**src/rtl/tx_mod_if.sv**
```systemverilog
`default_nettype none
// ============================================================================
//  Module : tx_mod_if
//  Brief  : Host-side handshake bundle for the UART transmitter.
//  Rev    : 1.0  initial release
// ============================================================================
interface tx_mod_if #(
  parameter int NB_DATA = 8
);
  logic               i_tx_start;
  logic [NB_DATA-1:0] i_tx_data;
  logic               o_tx_done_tick;
  logic               o_tx_busy;

  modport master (
    output i_tx_start,
    output i_tx_data,
    input  o_tx_done_tick,
    input  o_tx_busy
  );

  modport slave (
    input  i_tx_start,
    input  i_tx_data,
    output o_tx_done_tick,
    output o_tx_busy
  );
endinterface
`default_nettype wire

```
**src/rtl/tx_mod.sv**
```systemverilog
`default_nettype none
// ============================================================================
//  Module : tx_mod
//  Brief  : UART transmitter, 16x oversampled, LSB first, optional even
//           parity compiled in with the TX_PARITY_EN macro.
//  Rev    : 1.0  initial release
// ============================================================================
module tx_mod #(
  parameter int NB_DATA    = 8,
  parameter int STOP_TICKS = 16
) (
  input  wire logic   i_clk,
  input  wire logic   i_reset,
  input  wire logic   i_s_tick,
  tx_mod_if.slave     bus,
  output logic        o_tx
);

  typedef enum logic [2:0] {
    TX_IDLE   = 3'd0,
    TX_START  = 3'd1,
    TX_DATA   = 3'd2,
`ifdef TX_PARITY_EN
    TX_PARITY = 3'd3,
`endif
    TX_STOP   = 3'd4
  } state_t;

  localparam logic [5:0] c_bit_ticks_last = 6'd15;
  localparam logic [5:0] c_stop_last      = 6'(STOP_TICKS - 1);
  localparam logic [3:0] c_bit_last       = 4'(NB_DATA - 1);

  state_t             r_state;
  logic [5:0]         r_tick;
  logic [3:0]         r_bit;
  logic [NB_DATA-1:0] r_shift;
  logic               r_tx;
  logic [NB_DATA-1:0] w_shift_next;
  logic               w_bit_end;

`ifdef TX_PARITY_EN
  logic               r_parity;
`endif

  assign w_shift_next = r_shift >> 1;
  assign w_bit_end    = i_s_tick && (r_tick == c_bit_ticks_last);

  // The line register is loaded together with the state, so o_tx always
  // reflects the state entered on that edge.
  always_ff @(posedge i_clk or posedge i_reset) begin
    if (i_reset) begin
      r_state  <= TX_IDLE;
      r_tick   <= 6'd0;
      r_bit    <= 4'd0;
      r_shift  <= '0;
      r_tx     <= 1'b1;
`ifdef TX_PARITY_EN
      r_parity <= 1'b0;
`endif
    end else begin
      case (r_state)
        TX_IDLE: begin
          r_tx <= 1'b1;
          if (bus.i_tx_start) begin
            r_shift  <= bus.i_tx_data;
            r_tick   <= 6'd0;
            r_state  <= TX_START;
            r_tx     <= 1'b0;
`ifdef TX_PARITY_EN
            r_parity <= ^bus.i_tx_data;
`endif
          end
        end

        TX_START: begin
          if (w_bit_end) begin
            r_tick  <= 6'd0;
            r_bit   <= 4'd0;
            r_state <= TX_DATA;
            r_tx    <= r_shift[0];
          end else if (i_s_tick) begin
            r_tick <= r_tick + 6'd1;
          end
        end

        TX_DATA: begin
          if (w_bit_end) begin
            r_tick  <= 6'd0;
            r_shift <= w_shift_next;
            if (r_bit == c_bit_last) begin
              r_bit <= 4'd0;
`ifdef TX_PARITY_EN
              r_state <= TX_PARITY;
              r_tx    <= r_parity;
`else
              r_state <= TX_STOP;
              r_tx    <= 1'b1;
`endif
            end else begin
              r_bit <= r_bit + 4'd1;
              r_tx  <= w_shift_next[0];
            end
          end else if (i_s_tick) begin
            r_tick <= r_tick + 6'd1;
          end
        end

`ifdef TX_PARITY_EN
        TX_PARITY: begin
          if (w_bit_end) begin
            r_tick  <= 6'd0;
            r_state <= TX_STOP;
            r_tx    <= 1'b1;
          end else if (i_s_tick) begin
            r_tick <= r_tick + 6'd1;
          end
        end
`endif

        TX_STOP: begin
          r_tx <= 1'b1;
          if (i_s_tick && (r_tick == c_stop_last)) begin
            r_tick  <= 6'd0;
            r_state <= TX_IDLE;
          end else if (i_s_tick) begin
            r_tick <= r_tick + 6'd1;
          end
        end

        default: begin
          r_state <= TX_IDLE;
          r_tx    <= 1'b1;
        end
      endcase
    end
  end

  assign o_tx               = r_tx;
  assign bus.o_tx_busy      = (r_state != TX_IDLE);
  assign bus.o_tx_done_tick = (r_state == TX_STOP) && i_s_tick && (r_tick == c_stop_last);

endmodule
`default_nettype wire

```
**src/flat_wrapper.sv**
```systemverilog
// flat-port wrapper written by rule: the top's interface ports become plain ports
module tx_mod_flat 
#(
  parameter int NB_DATA    = 8,
  parameter int STOP_TICKS = 16
)
  (i_clk, i_reset, i_s_tick, o_tx, bus_i_tx_start, bus_i_tx_data, bus_o_tx_done_tick, bus_o_tx_busy);
  tx_mod_if #(.NB_DATA(NB_DATA)) bus_i ();
  input  wire logic i_clk;
  input  wire logic i_reset;
  input  wire logic i_s_tick;
  output logic o_tx;
  input wire logic [$bits(bus_i.i_tx_start)-1:0] bus_i_tx_start;
  input wire logic [$bits(bus_i.i_tx_data)-1:0] bus_i_tx_data;
  output wire logic [$bits(bus_i.o_tx_done_tick)-1:0] bus_o_tx_done_tick;
  output wire logic [$bits(bus_i.o_tx_busy)-1:0] bus_o_tx_busy;
  assign bus_i.i_tx_start = bus_i_tx_start;
  assign bus_i.i_tx_data = bus_i_tx_data;
  assign bus_o_tx_done_tick = bus_i.o_tx_done_tick;
  assign bus_o_tx_busy = bus_i.o_tx_busy;
  tx_mod #(.NB_DATA(NB_DATA), .STOP_TICKS(STOP_TICKS)) u_core (.i_clk(i_clk), .i_reset(i_reset), .i_s_tick(i_s_tick), .bus(bus_i), .o_tx(o_tx));
endmodule
```
**config.mk**
```make
export PLATFORM = sky130hd
export DESIGN_NAME = tx_mod_flat
export DESIGN_NICKNAME = d
export VERILOG_FILES = /design/src/rtl/tx_mod_if.sv /design/src/rtl/tx_mod.sv /design/src/flat_wrapper.sv
export SDC_FILE = /design/constraint.sdc
export NUM_CORES = 1
export LEC_CHECK = 0
export ABC_AREA = 1
export BUFFER_PORTS_ARGS = -buffer_cell sky130_fd_sc_hd__buf_2
export CAP_MARGIN = 10
export CORE_UTILIZATION = 57
export DETAILED_ROUTE_END_ITERATION = 8
export GPL_TIMING_DRIVEN = 0
export PLACE_DENSITY = 0.78
export RECOVER_POWER = 50
export SYNTH_ARGS = -nofsm -noshare
export SYNTH_HDL_FRONTEND = slang
export SYNTH_SLANG_ARGS = --single-unit
export TNS_END_PERCENT = 5
```
**constraint.sdc**
```tcl
create_clock -name i_clk -period 1.6 [get_ports i_clk]
set_input_delay 0.16 -clock i_clk [delete_from_list [all_inputs] [get_ports i_clk]]
set_output_delay 0.16 -clock i_clk [all_outputs]
set_load 0.05 [all_outputs]
```
After elaboration in Yosys (flattened, before gate mapping)

Index checks and enable logic that the tools add are counted.

Add/subtract/negate cells: 2
Equal/unequal tests: 11
Multiplexer cells: 22
Reductions and logical operators: 14

Operators with widths:

| kind                | count |
|---|---|
| $mux 6              | 3 |
| $mux 8              | 2 |
| $pmux 8 s2          | 1 |
| $mux 3              | 5 |
| $mux 4              | 3 |
| $pmux 3 s4          | 1 |
| $pmux 6 s2          | 1 |
| $reduce_and 3->1    | 3 |
| $ne 2x1->1 const B  | 4 |
| $pmux 4 s2          | 1 |
| $add 6x1->6 const B | 1 |
| $eq 6x4->1 const B  | 1 |
| $reduce_bool 2->1   | 3 |
| $reduce_and 5->1    | 1 |
| $add 4x1->4 const B | 1 |
| $eq 4x3->1 const B  | 1 |
| $mux 1              | 4 |
| $eq 3x1->1 const B  | 1 |
| $eq 3x2->1 const B  | 1 |
| $eq 3x3->1 const B  | 1 |
| $logic_and 1x1->1   | 3 |
| $logic_not 3->1     | 1 |
| $ne 3x1->1 const B  | 1 |
| $pmux 1 s3          | 1 |
| other kinds (4)     | 4 |

Register bits after elaboration: 22
Input port bits: 12
Output and inout bits: 3

Longest topological paths before layout

Gate-level depths: netlist of the first run.

Depth after elaboration: 4
Mapped depth: 9

Worst setup path before layout of the first run

OpenSTA, ideal clock, no wires.

Kind: register to output
Start point: register u_core.r_tick[0]
End point: output bus_o_tx_done_tick
Data arrival time: 1.614 ns
Required time: 1.440 ns
Slack: -0.174 ns
Cell stages (with the launch flop): 6
Buffers on the path: 0
Cells stage by stage: dfrtp_1 ha_1 nand2_1 nor2_1 nand2_1 nor2_1

Longest elaborated chain between the ends: 2

Ends and longest elaborated chain:

| item                     | RTL line           | text |
|---|---|---|
| start: declaration       | tx_mod.sv:34       | `logic [5:0] r_tick;` |
| start signal: assignment | tx_mod.sv:82       | `r_tick <= r_tick + 6'd1;` |
| start signal: assignment | tx_mod.sv:104      | `r_tick <= r_tick + 6'd1;` |
| start signal: assignment | tx_mod.sv:126      | `r_tick <= r_tick + 6'd1;` |
| $eq 6x4->1               | tx_mod.sv:140      | `assign bus.o_tx_done_tick = (r_state == TX_STOP) && i_s_tick && (r_tick == c_stop_last);` |
| $logic_and 1x1->1        | tx_mod.sv:140      |  |
| end: declaration         | flat_wrapper.sv:15 | `output wire logic [$bits(bus_i.o_tx_done_tick)-1:0] bus_o_tx_done_tick;` |

No other way between the ends.

Final worst setup path of the first run

Start point: register u_core.r_tick[1]
End point: output bus_o_tx_done_tick

Same word-level chain as after synthesis.

==> Implementation_results.wiki, run 1 <==
{| class="wikitable"
! Metric !! Value
|-
| Number of hold violations in the final report || 21
|-
| Share of final-layout standard cells stronger than drive strength 1 || 24.63%
|-
| Die Outline Area || 0.002506 mm^2
|-
| Number of fill cells || 189
|-
| Post-Place Setup Slack || -0.009949 ns
|-
| Nature of the critical path startpoint || register
|-
| Max IR drop VDD || 0.001083 V
|-
| Commonest non-fill, non-tap cell in the layout || sky130_fd_sc_hd__nand2_1
|-
| Leakage power figure || 0.8241 nW
|-
| Hold buffers post-CTS || 0
|-
| Sequential element share of the synthesized area || 41.92%
|-
| RD Place Congestion || 0.8707
|-
| Number of nets in the synthesized netlist || 191
|-
| Share of the synthesized area in the top cell type || 39.92%
|-
| RSZ-0062 raised after global routing || true
|-
| Multi-input logic area || 675.6 um^2
|-
| Worst hold-check slack || -0.02938 ns
|-
| Width of the chip || 50.06 um
|-
| Input/output buffers || 14
|-
| Setup_tns || 0 ns
|-
| Total global-route track usage || 24.56%
|-
| Via count of the first global-routing pass || 1116
|-
| Placed Instances || 219
|-
| CTS tree || done
|-
| Antenna Cells || 0
|-
| Initial core utilization || 60.08%
|-
| Achievable frequency || 0.6255 GHz
|-
| Failing checks || hold timing
|-
| Crit path capture type || output port
|-
| Floorplan Core Area || 0.002191 mm^2
|-
| Number of top-level pins || 15
|-
| PwrDens || 1603 mW/mm^2
|-
| Max-slew violations || 0
|-
| Cells after synthesis || 177
|-
| Hold Path Class || in2async
|-
| Number of optimization iterations in the first detailed-route pass || 5
|-
| Clock tree skew after final layout || 0.01155 ns
|-
| DRC errors left || 0
|-
| Number of antenna violations at the first check in global routing || 0
|-
| Worst EP required || 1.44 ns
|-
| Most frequent cells in the layout || sky130_fd_sc_hd__nand2_1, sky130_fd_sc_hd__dfrtp_1, sky130_fd_sc_hd__inv_1
|-
| Final worst slack || 0.001216 ns
|-
| Clock insertion delay at the later pin of the skew report || 0.31 ns
|-
| Area used by sequential logic in the layout || 551.8 um^2
|-
| Vias post-DR || 1207
|-
| Vertical extent of the die || 50.06 um
|-
| Startpoint-to-endpoint class of the critical path || reg2out
|-
| Maximum number of pins on one net before global-route repair || 23
|-
| Synth Register Bits || 22
|-
| DPL Wire Length || 1.955 mm
|-
| Clock-pin slew on the worst setup and hold paths || 0.13 ns
|-
| Routed wirelength normalized by instance count || 12.23 um
|-
| Nets@finish || 218
|-
| Clock Sinks || 22
|-
| Total gr overflow || 0
|-
| Period utilisation layout || 99.92%
|-
| Synth-to-Final Area Change || 16.35%
|-
| Number of distinct library cell variants in the gate-level netlist after synthesis || 25
|-
| Ys Warns || 0
|-
| Final Instance Count excl. Fillers || 231
|-
| Measured slew at the worst slew-check pin || 0.8070 ns
|-
| Shortest clock period the worst path allows after layout || 1.599 ns
|-
| Biggest fanout along the worst timing path || 2
|-
| Finished layout cell area || 0.001531 mm^2
|-
| Number of buffers created by CTS || 3
|-
| Violation count after the first detailed-routing iteration || 33
|-
| Total of endpoints with negative setup slack in the final report || 0
|-
| Number of max-cap violations || 0
|-
| Final routed wirelength across all metal layers || 2.826 mm
|-
| Worst slew margin || 46.14%
|-
| Level count of the clock H-tree || 1
|-
| Cell at the root of the clock tree || sky130_fd_sc_hd__clkbuf_4
|-
| Total standard cell area after synthesis || 0.001316 mm^2
|-
| Cell type with the largest total area after synthesis || sky130_fd_sc_hd__dfrtp_1
|-
| Ratio of routed vias to standard cells || 5.225
|-
| Avg Synthesized Cell Area || 7.437 um^2
|-
| Synth area leaders || sky130_fd_sc_hd__dfrtp_1, sky130_fd_sc_hd__nand2_1, sky130_fd_sc_hd__nand3_1
|-
| Run status || finished with violations
|-
| Row cnt || 17
|-
| Signal arrival time at the worst endpoint || 1.44 ns
|-
| First-pass GRT wire length || 4.678 mm
|-
| Dpl cell area || 0.001424 mm^2
|-
| Number of routed nets with antenna violations || 0
|-
| CTS max path bufs || 2
|}
[metal layers]
layer  part of all wire (%)  wire length [um]  global-route usage [%]
met5                      0                 0                       0
met4                    1.8                50                   9.524
met3                    2.3                65                   3.704
met2                     49              1389                   41.33
met1                     47              1321                   31.14
[Yosys cell counts (all sizes together)]
master	n
xor2	1
nand3	19
o21a	1
or2	1
xnor2	1
dfrtp	21
nand3b	1
ha	2
dfstp	1
nand4	3
buf	3
nor2	14
a21oi	1
inv	21
nand2	66
o21ai	20
o21bai	1
[stage by stage]
stage / hold slack [ns] / utilization, % / power, W
2_1_floorplan: 0.1485 / - / 0.001849
3_3_place_gp: 0.3632 / 64.99 / 0.002060
3_5_place_dp: 0.3736 / 64.99 / 0.002112
4_1_cts: 0.02085 / 67.85 / 0.002417
5_1_grt: 0.06102 / 69.90 / 0.002656
6_report: -0.02938 / 69.90 / 0.002455
[final cells by class]
class,instances,area share (%)
clock buffer,4,1.716
tap,28,2.288
timing repair buffer,22,8.905
buffer,3,1.797
sequential,22,36.03
inverter,21,5.147
multi-input combinational,131,44.12
[where the power goes]
| part | internal, W | switching (W) |
|---|---|---|
| clock network | 0.0000974 | 0.000171 |
| logic | 0.000444 | 0.000884 |
| registers | 0.000739 | 0.000118 |
| total | 0.00128 | 0.00117 |
[sequential cells by signal (all words and copies together), names as in the netlist]
| register | flops |
|---|---|
| u_core.r_tick | 6 |
| u_core.r_shift | 8 |
| u_core.r_state | 3 |
| u_core.o_tx | 1 |
| u_core.r_bit | 4 |
[timing repair]
action,4_1_cts,5_1_grt
setup endpoints to repair,1,1
resized for setup,5,2
hold endpoints to repair,0,0
buffers inserted,3,5
cloned,0,0
pin swaps,1,4
[worst paths after layout]
kind	start	endpoint	slack (ns)	cells past startpoint
hold / removal	i_reset	u_core.r_tick[3]	-0.03	2
setup reg to reg	u_core.r_tick[1]	u_core.r_shift[3]	0.09	9
setup / recovery	u_core.r_tick[1]	bus_o_tx_done_tick	0.001	6
hold reg to reg	u_core.o_tx	u_core.o_tx	0.50	2
max in group asynchronous	i_reset	u_core.r_state[0]	1.11	2
min in group i_clk	bus_i_tx_data[7]	u_core.r_shift[7]	0.09	3
[cell families after synthesis]
group,synth area share (%)
buffers and inverters,8.079
XOR/XNOR,1.331
AO/OA/AOI/OAI,9.696
adder cells (fa/ha/maj),1.901
AND/OR/NAND/NOR,37.07
flip-flops,41.92
[critical path: stages (launching register included)]
cell,delay [ns]
sky130_fd_sc_hd__dfrtp_1,0.38
sky130_fd_sc_hd__ha_2,0.20
sky130_fd_sc_hd__nand2_2,0.07
sky130_fd_sc_hd__nor2_4,0.13
sky130_fd_sc_hd__nand2_2,0.07
sky130_fd_sc_hd__nor2_2,0.12
sky130_fd_sc_hd__buf_6,0.16
Power figures use the tool's default switching activity.
==> run 2: changes to the inputs <==
--- a/config.mk
+++ b/config.mk
@@ -8,7 +8,9 @@
 export ABC_AREA = 1
 export BUFFER_PORTS_ARGS = -buffer_cell sky130_fd_sc_hd__buf_2
 export CAP_MARGIN = 10
+export CORE_ASPECT_RATIO = 0.6
 export CORE_UTILIZATION = 57
+export CTS_CLUSTER_DIAMETER = 60
 export DETAILED_ROUTE_END_ITERATION = 8
 export GPL_TIMING_DRIVEN = 0
 export PLACE_DENSITY = 0.78
==> run 2 against run 1 <==
Against the previous run: the run now ends clean; global-route usage increased by 0.79 points; sequential power rose by 2%; critical path depth is the same; die area up 0.26%; non-clock buffer count down 2; critical endpoint unchanged; largest cell class unchanged; highest routed layer unchanged.
==> Implementation_results.wiki, run 2 (synthesis results as in run 1) <==
{| class="wikitable"
! Metric !! Value
|-
| Die Outline Area || 0.002512 mm^2 (+0.26%)
|-
| RSZ-0062 raised after global routing || true
|-
| Initial core utilization || 60.39% (+0.31 points)
|-
| Nets@finish || 216 (-0.92%)
|-
| Input/output buffers || 14 (unchanged)
|-
| Maximum number of pins on one net before global-route repair || 23 (unchanged)
|-
| CTS max path bufs || 2 (unchanged)
|-
| Signal arrival time at the worst endpoint || 1.42 ns (-0.02 ns)
|-
| Biggest fanout along the worst timing path || 3 (+1)
|-
| Cell at the root of the clock tree || sky130_fd_sc_hd__clkbuf_8
|-
| PwrDens || 1664 mW/mm^2 (+3.8%)
|-
| Share of final-layout standard cells stronger than drive strength 1 || 23.88% (-0.75 points)
|-
| Top register by number of flip-flops || u_core.r_shift
|-
| Vertical extent of the die || 39.23 um (-22%)
|-
| Nature of the critical path startpoint || register
|-
| Leakage power figure || 0.8360 nW (+1.4%)
|-
| Finished layout cell area || 0.001553 mm^2 (+1.4%)
|-
| Via count of the first global-routing pass || 983 (-12%)
|-
| Max-slew violations || 0 (unchanged)
|-
| Number of antenna violations at the first check in global routing || 0 (unchanged)
|-
| Total global-route track usage || 25.35% (+0.79 points)
|-
| Total gr overflow || 0 (unchanged)
|-
| Shortest clock period the worst path allows after layout || 1.581 ns (-0.01792 ns)
|-
| Routed wirelength normalized by instance count || 13.17 um (+7.6%)
|-
| Measured slew at the worst slew-check pin || 0.8254 ns (+0.01841 ns)
|-
| Clock-pin slew on the worst setup and hold paths || 0.08 ns (-0.05 ns)
|-
| Number of hold violations in the final report || 0 (-100%)
|-
| DRC errors left || 0 (unchanged)
|-
| Width of the chip || 64.04 um (+28%)
|-
| Hold Path Class || in2async
|-
| Number of max-cap violations || 0 (unchanged)
|-
| Level count of the clock H-tree || 1 (unchanged)
|-
| Total chip power || 0.002584 W (+5.2%)
|-
| Post-Place Setup Slack || -0.06291 ns (-0.05296 ns)
|-
| Number of buffers created by CTS || 3 (unchanged)
|-
| Worst EP required || 1.44 ns (about the same)
|-
| Max FFs per register || 8 (unchanged)
|-
| Period utilisation layout || 98.80% (-1.1 points)
|-
| Number of routed nets with antenna violations || 0 (unchanged)
|-
| Ratio of routed vias to standard cells || 5.411 (+3.6%)
|-
| Floorplan Core Area || 0.002180 mm^2 (-0.51%)
|-
| Synth-to-Final Area Change || 17.97%
|-
| Hold buffers post-CTS || 0 (unchanged)
|-
| Crit path capture type || output port
|-
| CTS tree || done
|-
| First-pass GRT wire length || 4.512 mm (-3.5%)
|-
| Most frequent cells in the layout || sky130_fd_sc_hd__nand2_1, sky130_fd_sc_hd__dfrtp_1, sky130_fd_sc_hd__inv_1
|-
| Number of optimization iterations in the first detailed-route pass || 4 (-1)
|-
| Clock Sinks || 22 (unchanged)
|-
| Max IR drop VDD || 0.001231 V (+14%)
|-
| Worst slew margin || 44.91% (-1.2 points)
|-
| RD Place Congestion || 0.8017 (-7.9%)
|-
| Total of endpoints with negative setup slack in the final report || 0 (unchanged)
|-
| Clock insertion delay at the later pin of the skew report || 0.27 ns (-0.04 ns)
|-
| Startpoint-to-endpoint class of the critical path || reg2out
|-
| Dpl cell area || 0.001426 mm^2 (+0.18%)
|-
| Antenna Cells || 0 (unchanged)
|-
| DPL Wire Length || 2.125 mm (+8.7%)
|-
| Final worst slack || 0.01914 ns (+0.01792 ns)
|-
| Final routed wirelength across all metal layers || 3.042 mm (+7.6%)
|-
| Achievable frequency || 0.6326 GHz (+1.1%)
|-
| Commonest non-fill, non-tap cell in the layout || sky130_fd_sc_hd__nand2_1
|-
| Leading registers by flop count || u_core.r_shift x8, u_core.r_tick x6, u_core.r_bit x4
|-
| Row cnt || 13 (-4)
|-
| Worst reg-to-reg setup slack || 0.11 ns (+0.02 ns)
|-
| Vias post-DR || 1250 (+3.6%)
|-
| Violation count after the first detailed-routing iteration || 105 (+220%)
|-
| Number of top-level pins || 15 (unchanged)
|-
| Run status || finished, final reports clean
|-
| Setup_tns || 0 ns (unchanged)
|-
| Clock tree skew after final layout || 0.007958 ns (-0.003589 ns)
|}
==> run 2: cell types whose count changed in the layout (fill, tap and decap cells not counted) <==
cell,previous run,this run
sky130_fd_sc_hd__clkbuf_8,0,3
sky130_fd_sc_hd__ha_4,0,1
sky130_fd_sc_hd__clkbuf_4,3,0
sky130_fd_sc_hd__buf_4,8,6
sky130_fd_sc_hd__ha_2,1,0
sky130_fd_sc_hd__nand2_2,5,4
sky130_fd_sc_hd__nand2_4,3,4
==> run 2: stage by stage <==
step	hold WS, ns	std cells	utilization (%)
after floorplan	0.1485	177	-
after global placement	0.3584	221	65.44
after detailed placement	0.3603	221	65.44
after CTS	0.07358	228	69.17
after global routing	0.1437	231	71.24
final	0.04812	231	71.24
==> run 2: what timing repair did <==
action                                 CTS  global route
resized for setup                        5             4
setup buffers                            3             3
setup endpoints to repair                5             1
pin swaps                                1             3
endpoints found under the hold margin    0             0
==> run 2: path summary, 6_finish.rpt <==
path                                        from                 end  cells after the start
worst min-delay path                     i_reset   u_core.r_shift[0]                      2
min in group i_clk              bus_i_tx_data[7]   u_core.r_shift[7]                      3
worst max register to register  u_core.r_tick[1]   u_core.r_shift[4]                      8
max in group asynchronous                i_reset   u_core.r_shift[1]                      2
worst max-delay path            u_core.r_tick[1]  bus_o_tx_done_tick                      6
worst min register to register       u_core.o_tx         u_core.o_tx                      2
==> run 2: cell type report <==
class	instances	area [um^2]
buffer	3	27.53
timing repair buffer	20	121.4
fill	179	626.9
tap	30	37.54
inverter	21	78.83
multi-input combinational	131	690.7
sequential	22	551.8
clock buffer	4	45.04
==> run 2: per-layer routing <==
metal / up-vias / global-route usage (%) / part of all wire [%]
met5: - / 0 / 0
met4: 0 / 6.250 / 0.85
met3: 4 / 6.176 / 7.8
met2: 47 / 36.44 / 44
met1: 584 / 37.66 / 47
li1: 615 / - / -
==> run 2: where the power goes <==
| group | switching, W | internal (W) |
|---|---|---|
| combinational | 0.000899 | 0.000455 |
| clock | 0.000175 | 0.000178 |
| sequential | 0.000136 | 0.000741 |
| total | 0.00121 | 0.00137 |
==> run 2: critical path, stage by stage, from the launching register on <==
cell and delay (ns):
sky130_fd_sc_hd__dfrtp_1 0.41, sky130_fd_sc_hd__ha_4 0.19, sky130_fd_sc_hd__nand2_4 0.06, sky130_fd_sc_hd__nor2_4 0.12, sky130_fd_sc_hd__nand2_2 0.08, sky130_fd_sc_hd__nor2_2 0.13, sky130_fd_sc_hd__buf_6 0.17
